## config.mk

```make
export PLATFORM = sky130hd
export DESIGN_NAME = mem_port_arbiter
export DESIGN_NICKNAME = d
export VERILOG_FILES = /design/src/rtl/mem_port_arbiter.sv
export SDC_FILE = /design/constraint.sdc
export NUM_CORES = 1
export LEC_CHECK = 0
export CORE_ASPECT_RATIO = 0.7
export CORE_MARGIN = 1
export CORE_UTILIZATION = 45
export DETAILED_ROUTE_END_ITERATION = 12
export GPL_TIMING_DRIVEN = 0
export PLACE_DENSITY = 0.89
export SLEW_MARGIN = 30
export SYNTH_ARGS = -nofsm -noshare
export SYNTH_HDL_FRONTEND = slang
export SYNTH_SLANG_ARGS = --single-unit
```

## constraint.sdc

```tcl
create_clock -name clk -period 3 [get_ports clk]
set_input_delay 0.6 -clock clk [delete_from_list [all_inputs] [get_ports clk]]
set_output_delay 0.6 -clock clk [all_outputs]
set_load 0.005 [all_outputs]
```

## src/rtl/mem_port_arbiter.sv

```systemverilog
// mem_port_arbiter: round-robin two-master arbiter for a single memory port with timeout termination.
module mem_port_arbiter #(
  parameter int ADDR_WIDTH = 32,
  parameter int DATA_WIDTH = 32,
  parameter int TIMEOUT    = 255
) (
  input  logic                    clk,
  input  logic                    resetn,
  input  logic                    i_req,
  input  logic                    i_we,
  input  logic [ADDR_WIDTH-1:0]   i_addr,
  input  logic [DATA_WIDTH-1:0]   i_wdata,
  input  logic [DATA_WIDTH/8-1:0] i_wstrb,
  output logic                    i_ack,
  output logic                    i_err,
  output logic [DATA_WIDTH-1:0]   i_rdata,
  input  logic                    d_req,
  input  logic                    d_we,
  input  logic [ADDR_WIDTH-1:0]   d_addr,
  input  logic [DATA_WIDTH-1:0]   d_wdata,
  input  logic [DATA_WIDTH/8-1:0] d_wstrb,
  output logic                    d_ack,
  output logic                    d_err,
  output logic [DATA_WIDTH-1:0]   d_rdata,
  output logic                    mem_rd,
  output logic                    mem_wr,
  output logic [ADDR_WIDTH-1:0]   mem_addr,
  output logic [DATA_WIDTH-1:0]   mem_wdata,
  output logic [DATA_WIDTH/8-1:0] mem_wstrb,
  input  logic [DATA_WIDTH-1:0]   mem_rdata,
  input  logic                    mem_ack
);
  localparam int CW = $clog2(TIMEOUT + 1);
  typedef enum logic [1:0] {IDLE, BUSY, DONE} state_t;
  state_t                state_q;
  logic                  last_d_q;
  logic                  own_d_q;
  logic                  we_q;
  logic [CW-1:0]         cnt_q;
  logic                  pick_d;
  logic                  sel_we;
  logic                  fin;
  logic [DATA_WIDTH-1:0] res;
  // D wins only when I is idle or I was served last
  assign pick_d = d_req & (~i_req | ~last_d_q);
  assign sel_we = pick_d ? d_we : i_we;
  assign fin    = mem_ack | (cnt_q == CW'(TIMEOUT - 1));
  assign res    = (mem_ack & ~we_q) ? mem_rdata : '0;
  always_ff @(posedge clk or negedge resetn) begin
    if (!resetn) begin
      state_q   <= IDLE;
      last_d_q  <= 1'b1;
      own_d_q   <= 1'b0;
      we_q      <= 1'b0;
      cnt_q     <= '0;
      i_ack     <= 1'b0;
      i_err     <= 1'b0;
      i_rdata   <= '0;
      d_ack     <= 1'b0;
      d_err     <= 1'b0;
      d_rdata   <= '0;
      mem_rd    <= 1'b0;
      mem_wr    <= 1'b0;
      mem_addr  <= '0;
      mem_wdata <= '0;
      mem_wstrb <= '0;
    end else begin
      i_ack <= 1'b0;
      d_ack <= 1'b0;
      case (state_q)
        IDLE: if (i_req | d_req) begin
          own_d_q   <= pick_d;
          last_d_q  <= pick_d;
          we_q      <= sel_we;
          cnt_q     <= '0;
          mem_rd    <= ~sel_we;
          mem_wr    <= sel_we;
          mem_addr  <= pick_d ? d_addr : i_addr;
          mem_wdata <= pick_d ? d_wdata : i_wdata;
          mem_wstrb <= sel_we ? (pick_d ? d_wstrb : i_wstrb) : '0;
          state_q   <= BUSY;
        end
        BUSY: if (fin) begin
          if (own_d_q) begin
            d_ack   <= 1'b1;
            d_err   <= ~mem_ack;
            d_rdata <= res;
          end else begin
            i_ack   <= 1'b1;
            i_err   <= ~mem_ack;
            i_rdata <= res;
          end
          mem_rd  <= 1'b0;
          mem_wr  <= 1'b0;
          state_q <= DONE;
        end else begin
          cnt_q <= (&cnt_q) ? cnt_q : cnt_q + 1'b1;
        end
        default: state_q <= IDLE;
      endcase
    end
  end
endmodule

```

# Word level (Yosys, flattened, before mapping)
# Index checks and enable logic that the tools add are counted.
op_classes:
  addsub: 1
  n_eq_ne: 6
  n_mux: 24
  n_bitwise: 11
  reduce_logical: 9
ops:
  columns: ["op", "count"]
  rows:
  - ["$mux 32", 3]
  - ["$mux 8", 3]
  - ["$pmux 8 s2", 1]
  - ["$mux 1", 10]
  - ["$reduce_and 3->1", 3]
  - ["$add 8x1->8 const B", 1]
  - ["$eq 8x8->1 const B", 1]
  - ["$mux 4", 2]
  - ["$ne 2x2->1 const B", 4]
  - ["$reduce_and 8->1", 1]
  - ["$not 1->1", 6]
  - ["$mux 2", 2]
  - ["$pmux 1 s2", 2]
  - ["$pmux 2 s2", 1]
  - ["$reduce_and 2->1", 2]
  - ["$reduce_and 4->1", 1]
  - ["$or 1x1->1", 3]
  - ["$and 1x1->1", 2]
  - ["$eq 2x1->1 const B", 1]
  - ["$logic_not 2->1", 1]
  - ["$reduce_bool 2->1", 1]
totals:
  regBits: 151
  input_bits: 175
  out_inout_bits: 138
  elab_cells: 67

# Logic depth before layout (Yosys ltp)
# Gate-level depths: netlist of run 1.
depth:
  word_depth: 7
  depth_mapped: 8

# Worst setup path before layout of run 1
# OpenSTA, ideal clock, no wires.
synth_timing:
  kind: "register -> register"
  start: "register cnt_q[0]"
  end: "register d_rdata[10]"
  arrival_ns: 1.736
  path_slack_ns: 1.139
  stages_incl_launch_ff: 9
  synth_period_minus_slack_ns: 1.861
  path_cell_list: "dfrtp_1 -> inv_1 -> ha_1 -> nand3_1 -> o21bai_1 -> nand3_1 -> clkinv_1 -> buf_6 -> mux2_2"
synth_via:
  elab_chain_cells: 3
synth_lines:
  columns: ["element", "line_no", "rtl"]
  rows:
  - ["start: declaration", "39", "logic [CW-1:0] cnt_q;"]
  - ["start signal: assignment", "97", "cnt_q <= (&cnt_q) ? cnt_q : cnt_q + 1'b1;"]
  - ["$eq 8x8->1", "47", "assign fin = mem_ack | (cnt_q == CW'(TIMEOUT - 1));"]
  - ["$or 1x1->1", "47", null]
  - ["$reduce_and 3->1 (no line)", null, null]
  - ["end signal: assignment", "87", "d_rdata <= res;"]
  - ["end: declaration", "24", "output logic [DATA_WIDTH-1:0] d_rdata,"]
# No other way between the ends.
# A chain may end at the register's enable or synchronous reset.

# Worst setup path in the final report of run 1
layout_timing:
  start: "input i_req"
  end: "register mem_wdata[31]"
layout_via:
  elab_chain_cells: 4
  elab_cells_between_ends: 6
  cone_classes: "1 x mux; 4 x bitwise; 1 x reduce/logical"
layout_lines:
  columns: ["element", "line_no", "rtl"]
  rows:
  - ["start: declaration", "9", "input logic i_req,"]
  - ["$not 1->1", "45", "assign pick_d = d_req & (~i_req | ~last_d_q);"]
  - ["$or 1x1->1", "45", null]
  - ["$and 1x1->1", "45", null]
  - ["$mux 32", "79", "mem_wdata <= pick_d ? d_wdata : i_wdata;"]
  - ["end signal: assignment", "79", null]
  - ["end: declaration", "28", "output logic [DATA_WIDTH-1:0] mem_wdata,"]
# Parallel ways exist; a longest one is shown, timed or not.

==> reports/summary.txt, run 1 <==
Outcome - finished clean
Vias - 5582
#FFs+latches synth - 151
Clock Skew - 0.01628 ns
Hpwl dp - 15.71 mm
Clock latency on the worst-skew pair - 0.42 ns
Syn Nets - 734
Gpl congestion - 0.8753
Die X - 147.5 µm
Worst-path clk slew - 0.07 ns
Most common cell after layout, fill and taps aside - clkdlybuf4s50_1
Commonest cells after routing, fill and taps aside - clkdlybuf4s50_1 (311), dfrtp_1 (150), nand2_1 (79)
Starting Density - 46.98%
Req. time, crit path - 3.31 ns
Pint - 0.006647 W
Startpoint types - input port
Final hold vios - 0
Clk buf depth - 2
Share of cells above drive strength 1 - 13.75%
Register share of total power - 35.4%
# diodes - 0
Cell taking the most area after synthesis - dfrtp_1
Final min period - 2.521 ns
Routed length per instance - 18.58 µm
Setup ws final - 0.4789 ns
Switching part of the total - 32.51%
Comb pwr share - 43.1%
Postcts setup bufs - 0
H-tree Lvls - 4
Seq/Total Area, Yosys - 56.71%
Yosys warns - 0
CP Max Fanout - 10
Largest cells by area after synthesis - dfrtp_1 (56%), mux2i_1 (11%), mux2_2 (11%), o21ai_0 (5.1%), nand2_1 (4.4%)
Root buf cell - clkbuf_16
Max Slew Vio Count - 0
First-pass GRT wire length - 31.53 mm
Class of the worst hold path - input port to async pin
Ratio of final minimum period to clock period - 84.04%
Post-Synthesis Cells - 557
Largest net degree at the start of global routing - 89
Initial antenna violation count - 0
DR DRC count - 0
Die Span Y - 103.8 µm
IO Count - 313
DP Worst Slack - 0.06318 ns
Crit path DAT - 2.83 ns
Vias in the first global route - 5794
Synth cell types - 42
WS Path Type - input port to flip-flop
Initial DRC count - 223
Setup violators final - 0
Max VDD drop - 497.4 µV
Port Buf Inserts - 312
GRT Total Usage - 27.15%
Unrepaired setup endpoints after global routing - false
Worst relative slew slack - 54.03%
Max Clk Rate - 0.3966 GHz
CTS Buf Count - 17
Syn avg cell area - 11.97 µm²
CP endpoint kind - flip-flop
Nets - 1066
Vias/cell - 5.112
Switch Pwr - 0.003201 W
Routed WL - 20.29 mm
Least-Margin Pin Slew - 0.6824 ns
Max-cap check violation count - 0
Row Count - 36
CTS tree - built
Fin Hold WS - 0.1189 ns
Sum Neg Setup Slack - 0 ns
Top-area cell type share of the netlist area - 56.32%
Num Clock Sinks - 151
Count of hold-fix buffers inserted at cts - 0
Routed Antenna Nets - 0
Cell area power density - 925.2 nW/µm²
Drt first pass iters - 5
Mapped Area - 6665 µm²
GR Overflow Total - 0
Reg-to-reg slack, setup - 0.79 ns
CTS resizes - 0
P_leak - 4.683 nW
Area of the core - 14190 µm²
Die ar. - 15310 µm²
Synth-to-Final Area Change - 59.70%
Clock Power Share - 21.5%
-- Yosys cell counts, drive strengths merged --
| library cell | count |
|---|---|
| a211o | 1 |
| a211oi | 1 |
| a21boi | 2 |
| a21oi | 3 |
| a22o | 1 |
| a2bb2oi | 2 |
| a31oi | 2 |
| a41oi | 1 |
| and2 | 33 |
| and3 | 1 |
| and4 | 1 |
| buf | 19 |
| clkbuf | 14 |
| clkinv | 1 |
| dfrtp | 150 |
| dfstp | 1 |
| ha | 2 |
| inv | 3 |
| mux2 | 64 |
| mux2i | 72 |
| nand2 | 79 |
| nand2b | 1 |
| nand3 | 5 |
| nand4 | 1 |
| nor2 | 3 |
| nor2b | 2 |
| nor3 | 2 |
| nor3b | 1 |
| nor4 | 3 |
| o21a | 3 |
| o21ai | 68 |
| o21ba | 1 |
| o21bai | 1 |
| o22a | 2 |
| o22ai | 3 |
| o2bb2ai | 1 |
| o31ai | 4 |
| or2 | 2 |
| or3 | 1 |
-- stage by stage --
step / instances / cell area (µm²) / power [W] / util [%]
final: 1092 / 10640 / 0.009848 / 75.02
after global routing: 1092 / 10640 / 0.01040 / 75.02
after CTS: 1092 / 10640 / 0.009911 / 75.02
after detailed placement: 1060 / 10060 / 0.007765 / 70.89
after global placement: 1059 / 10030 / 0.007624 / 70.66
after floorplan: 557 / 6665 / 0.005087 / -
-- routing by layer --
| layer | part of all wire (%) | vias up | track usage [%] |
|---|---|---|---|
| li1 | - | 2599 | - |
| met1 | 43 | 2726 | 35.37 |
| met2 | 49 | 221 | 44.74 |
| met3 | 5.5 | 36 | 5.859 |
| met4 | 2.6 | 0 | 9.426 |
| met5 | 0 | - | 0 |
-- cells by family after synthesis --
group                    Yosys count  synth area share (%)
AND/OR/NAND/NOR                  135                 9.724
flip-flops                       151                 56.71
adder cells (fa/ha/maj)            2                0.3754
buffers and inverters             37                 3.041
AO/OA/AOI/OAI                     96                 8.523
multiplexers                     136                 21.63
-- power groups by stage --
stage | Sequential [W] | Combinational, W | Clock (W)
finish | 0.00349 | 0.00424 | 0.00211
global route | 0.00361 | 0.00454 | 0.00225
global placement | 0.00347 | 0.00415 | 0
CTS | 0.00349 | 0.00428 | 0.00214
detailed placement | 0.00352 | 0.00425 | 0
floorplan | 0.00355 | 0.00154 | 0
-- path summary, 6_finish.rpt --
check	endpoint	cells after the start	startpoint
max	mem_wdata[31]$_DFFE_PN0P_	7	i_req
min	d_rdata[26]$_DFFE_PN0P_	1	resetn
max reg2reg	d_rdata[20]$_DFFE_PN0P_	8	cnt_q[0]$_DFFE_PN0P_
min reg2reg	mem_wstrb[1]$_DFFE_PN0P_	2	mem_wstrb[1]$_DFFE_PN0P_
max in group asynchronous	mem_addr[2]$_DFFE_PN0P_	2	resetn
min in group clk	mem_wstrb[1]$_DFFE_PN0P_	2	mem_wstrb[1]$_DFFE_PN0P_
-- critical path: stages --
cell	delay, ns
clkdlybuf4s50_1	0.43
or2_2	0.34
nand2_1	0.27
clkbuf_1	0.49
clkbuf_1	0.49
nand2_1	0.09
o21ai_0	0.11
-- area by class of cell --
| cell class | count | area, µm² |
|---|---|---|
| Clock inverter | 15 | 160.2 |
| Tap cell | 190 | 237.7 |
| Inverter | 4 | 15.01 |
| Multi-Input combinational cell | 369 | 2683 |
| Timing Repair Buffer | 313 | 3156 |
| Buffer | 33 | 187.7 |
| Clock buffer | 17 | 425.4 |
| Sequential cell | 151 | 3780 |
| Fill cell | 978 | 3545 |
-- sequential cells by signal, summed over array words and instances, names as in the netlist --
| name | count |
|---|---|
| i_rdata | 32 |
| mem_wstrb | 4 |
| d_err | 1 |
| last_d_q | 1 |
| mem_addr | 32 |
| mem_rd | 1 |
| mem_wdata | 32 |
| d_rdata | 32 |
| i_err | 1 |
| d_ack | 1 |
| cnt_q | 8 |
| i_ack | 1 |
| state_q | 2 |
| we_q | 1 |
| own_d_q | 1 |
| mem_wr | 1 |
Note: power is estimated with default switching activity, not from simulation.
==> run 2, diff against run 1 <==
--- a/config.mk
+++ b/config.mk
@@ -7,10 +7,10 @@
 export LEC_CHECK = 0
 export CORE_ASPECT_RATIO = 0.7
 export CORE_MARGIN = 1
-export CORE_UTILIZATION = 45
+export CORE_UTILIZATION = 41
 export DETAILED_ROUTE_END_ITERATION = 12
 export GPL_TIMING_DRIVEN = 0
-export PLACE_DENSITY = 0.89
+export PLACE_DENSITY = 0.82
 export SLEW_MARGIN = 30
 export SYNTH_ARGS = -nofsm -noshare
 export SYNTH_HDL_FRONTEND = slang
==> constraint.sdc (replaced) <==
create_clock -name clk -period 2.4 [get_ports clk]
set_input_delay 0.48 -clock clk [delete_from_list [all_inputs] [get_ports clk]]
set_output_delay 0.48 -clock clk [all_outputs]
set_load 0.005 [all_outputs]
==> reports/summary.txt, run 2 (same netlist as run 1, synthesis figures left out) <==
Cell area after placement - 10070 µm² (+0.12%)
Commonest cells after routing, fill and taps aside - clkdlybuf4s50_1 (311), dfrtp_1 (150), nand2_1 (79)
Least-Margin Pin Slew - 0.7519 ns (+0.06950 ns)
Reg-to-reg endpoint - d_rdata[31]$_DFFE_PN0P_
Worst-path clk slew - 0.07 ns (about the same)
Cell area power density - 1146 nW/µm² (+24%)
Root buf cell - clkbuf_16
WS Path Type - flip-flop to flip-flop
Final min period - 2.254 ns
Crit path DAT - 2.54 ns (-0.29 ns)
CP endpoint kind - flip-flop
First-pass GRT wire length - 30.35 mm (-3.8%)
CP delay by family, top - buffers and inverters
Worst-path cell chain - inv_1, ha_1, nand3_1, o21bai_1, nand3_1, clkinv_1, buf_6, mux2_2
Gpl congestion - 0.8392 (-4.1%)
Drt first pass iters - 4 (-1)
Max Clk Rate - 0.4436 GHz
Clock Skew - 0.01250 ns (-0.003772 ns)
Die Span Y - 108.7 µm (+4.7%)
Count of hold-fix buffers inserted at cts - 0 (unchanged)
Max VDD drop - 566.3 µV (+14%)
R2R Path Start - cnt_q[0]$_DFFE_PN0P_
Req. time, crit path - 2.68 ns (-0.63 ns)
Final hold vios - 0 (unchanged)
# diodes - 0 (unchanged)
CP Max Fanout - 10 (unchanged)
Initial DRC count - 228 (+2.2%)
Bufs and invs on worst path - 3 (unchanged)
Routed Antenna Nets - 0 (unchanged)
Postcts setup bufs - 0 (unchanged)
Clock latency on the worst-skew pair - 0.40 ns (-0.02 ns)
Max Slew Vio Count - 0 (unchanged)
Routed length per instance - 17.65 µm (-5.0%)
Initial antenna violation count - 0 (unchanged)
Synth-to-Final Area Change - 59.86%
Ratio of final minimum period to clock period - 93.93%
P_leak - 4.691 nW (+0.16%)
Sum Neg Setup Slack - 0 ns (unchanged)
Hpwl dp - 15.12 mm (-3.7%)
CTS resizes - 0 (unchanged)
Area of the core - 15690 µm² (+11%)
Setup violators final - 0 (unchanged)
Post-Layout Inst Area - 10660 µm² (+0.11%)
FF/Latch Area - 3780 µm² (unchanged)
Max-cap check violation count - 0 (unchanged)
Worst relative slew slack - 49.35% (-4.7 points)
Fill cells - 1226 (+25%)
Largest net degree at the start of global routing - 77 (-13%)
Most common cell after layout, fill and taps aside - clkdlybuf4s50_1
Num Clock Sinks - 151 (unchanged)
CTS tree - built
Die X - 154.4 µm (+4.7%)
Fin Hold WS - 0.03385 ns (-0.08506 ns)
GR Overflow Total - 0 (unchanged)
Die ar. - 16780 µm² (+9.6%)
Critical-path top delay cell - dfrtp_1
Vias - 5445 (-2.5%)
IO Count - 313 (unchanged)
Startpoint types - flip-flop
Class of the worst hold path - input port to async pin
Share of cells above drive strength 1 - 13.87% (+0.13 points)
Highest cell delay on the worst timing path - 0.41 ns (-0.08 ns)
R2R depth - 8 (unchanged)
Routed WL - 19.43 mm (-4.2%)
CTS Buf Count - 17 (unchanged)
Reg-to-reg slack, setup - 0.15 ns (-0.64 ns)
Row Count - 38 (+5.6%)
GRT Total Usage - 23.79% (-3.4 points)
Nets - 1065 (-0.094%)
Vias/cell - 4.946 (-3.3%)
DR DRC count - 0 (unchanged)
Outcome - finished clean
Clk buf depth - 2 (unchanged)
CP dominant cell by count - nand3_1
Multi-input gate area - 2683 µm² (unchanged)
Vias in the first global route - 5547 (-4.3%)
Starting Density - 42.48% (-4.5 points)
Unrepaired setup endpoints after global routing - false
H-tree Lvls - 4 (unchanged)
Port Buf Inserts - 312 (unchanged)
run 2: cell type report:
type,count,share of cell area (%)
Buffer,32,1.738
Clock buffer,19,4.251
Clock inverter,13,1.256
Inverter,4,0.1409
Multi-Input combinational cell,369,25.18
Sequential cell,151,35.47
Tap cell,200,2.349
Timing Repair Buffer,313,29.61
run 2: where the power goes:
group	internal (W)	switching, W
logic	0.00312	0.00210
clock network	0.00152	0.00111
registers	0.00372	0.000651
total	0.00835	0.00386
run 2: per-layer routing:
| metal | vias up | track usage, % | part of all wire, % |
|---|---|---|---|
| li1 | 2613 | - | - |
| met1 | 2650 | 31.58 | 45 |
| met2 | 162 | 39.09 | 48 |
| met3 | 20 | 6.359 | 6.0 |
| met4 | 0 | 5.870 | 1.4 |
| met5 | - | 0 | 0 |
run 2: worst max-delay path by stage:
stage,from,end,slack [ns],cells past startpoint
finish,cnt_q[0]$_DFFE_PN0P_,d_rdata[31]$_DFFE_PN0P_,0.15,8
global route,cnt_q[0]$_DFFE_PN0P_,d_rdata[31]$_DFFE_PN0P_,0.03,8
CTS,i_req,mem_addr[10]$_DFFE_PN0P_,0.09,7
detailed placement,i_req,mem_addr[10]$_DFFE_PN0P_,-0.33,7
global placement,resetn,mem_addr[0]$_DFFE_PN0P_,-5.27,1
floorplan,cnt_q[0]$_DFFE_PN0P_,d_rdata[10]$_DFFE_PN0P_,0.54,8
run 2: stage by stage:
step / worst slack (ns) / total power [W] / std cells / utilization (%)
5_1_grt: 0.03323 / 0.01301 / 1101 / 67.91
3_3_place_gp: -5.268 / 0.009523 / 1069 / 63.98
4_1_cts: 0.08811 / 0.01235 / 1102 / 67.93
2_1_floorplan: 0.5389 / 0.006359 / 557 / -
3_5_place_dp: -0.3338 / 0.009650 / 1070 / 64.19
6_report: 0.1456 / 0.01222 / 1101 / 67.91
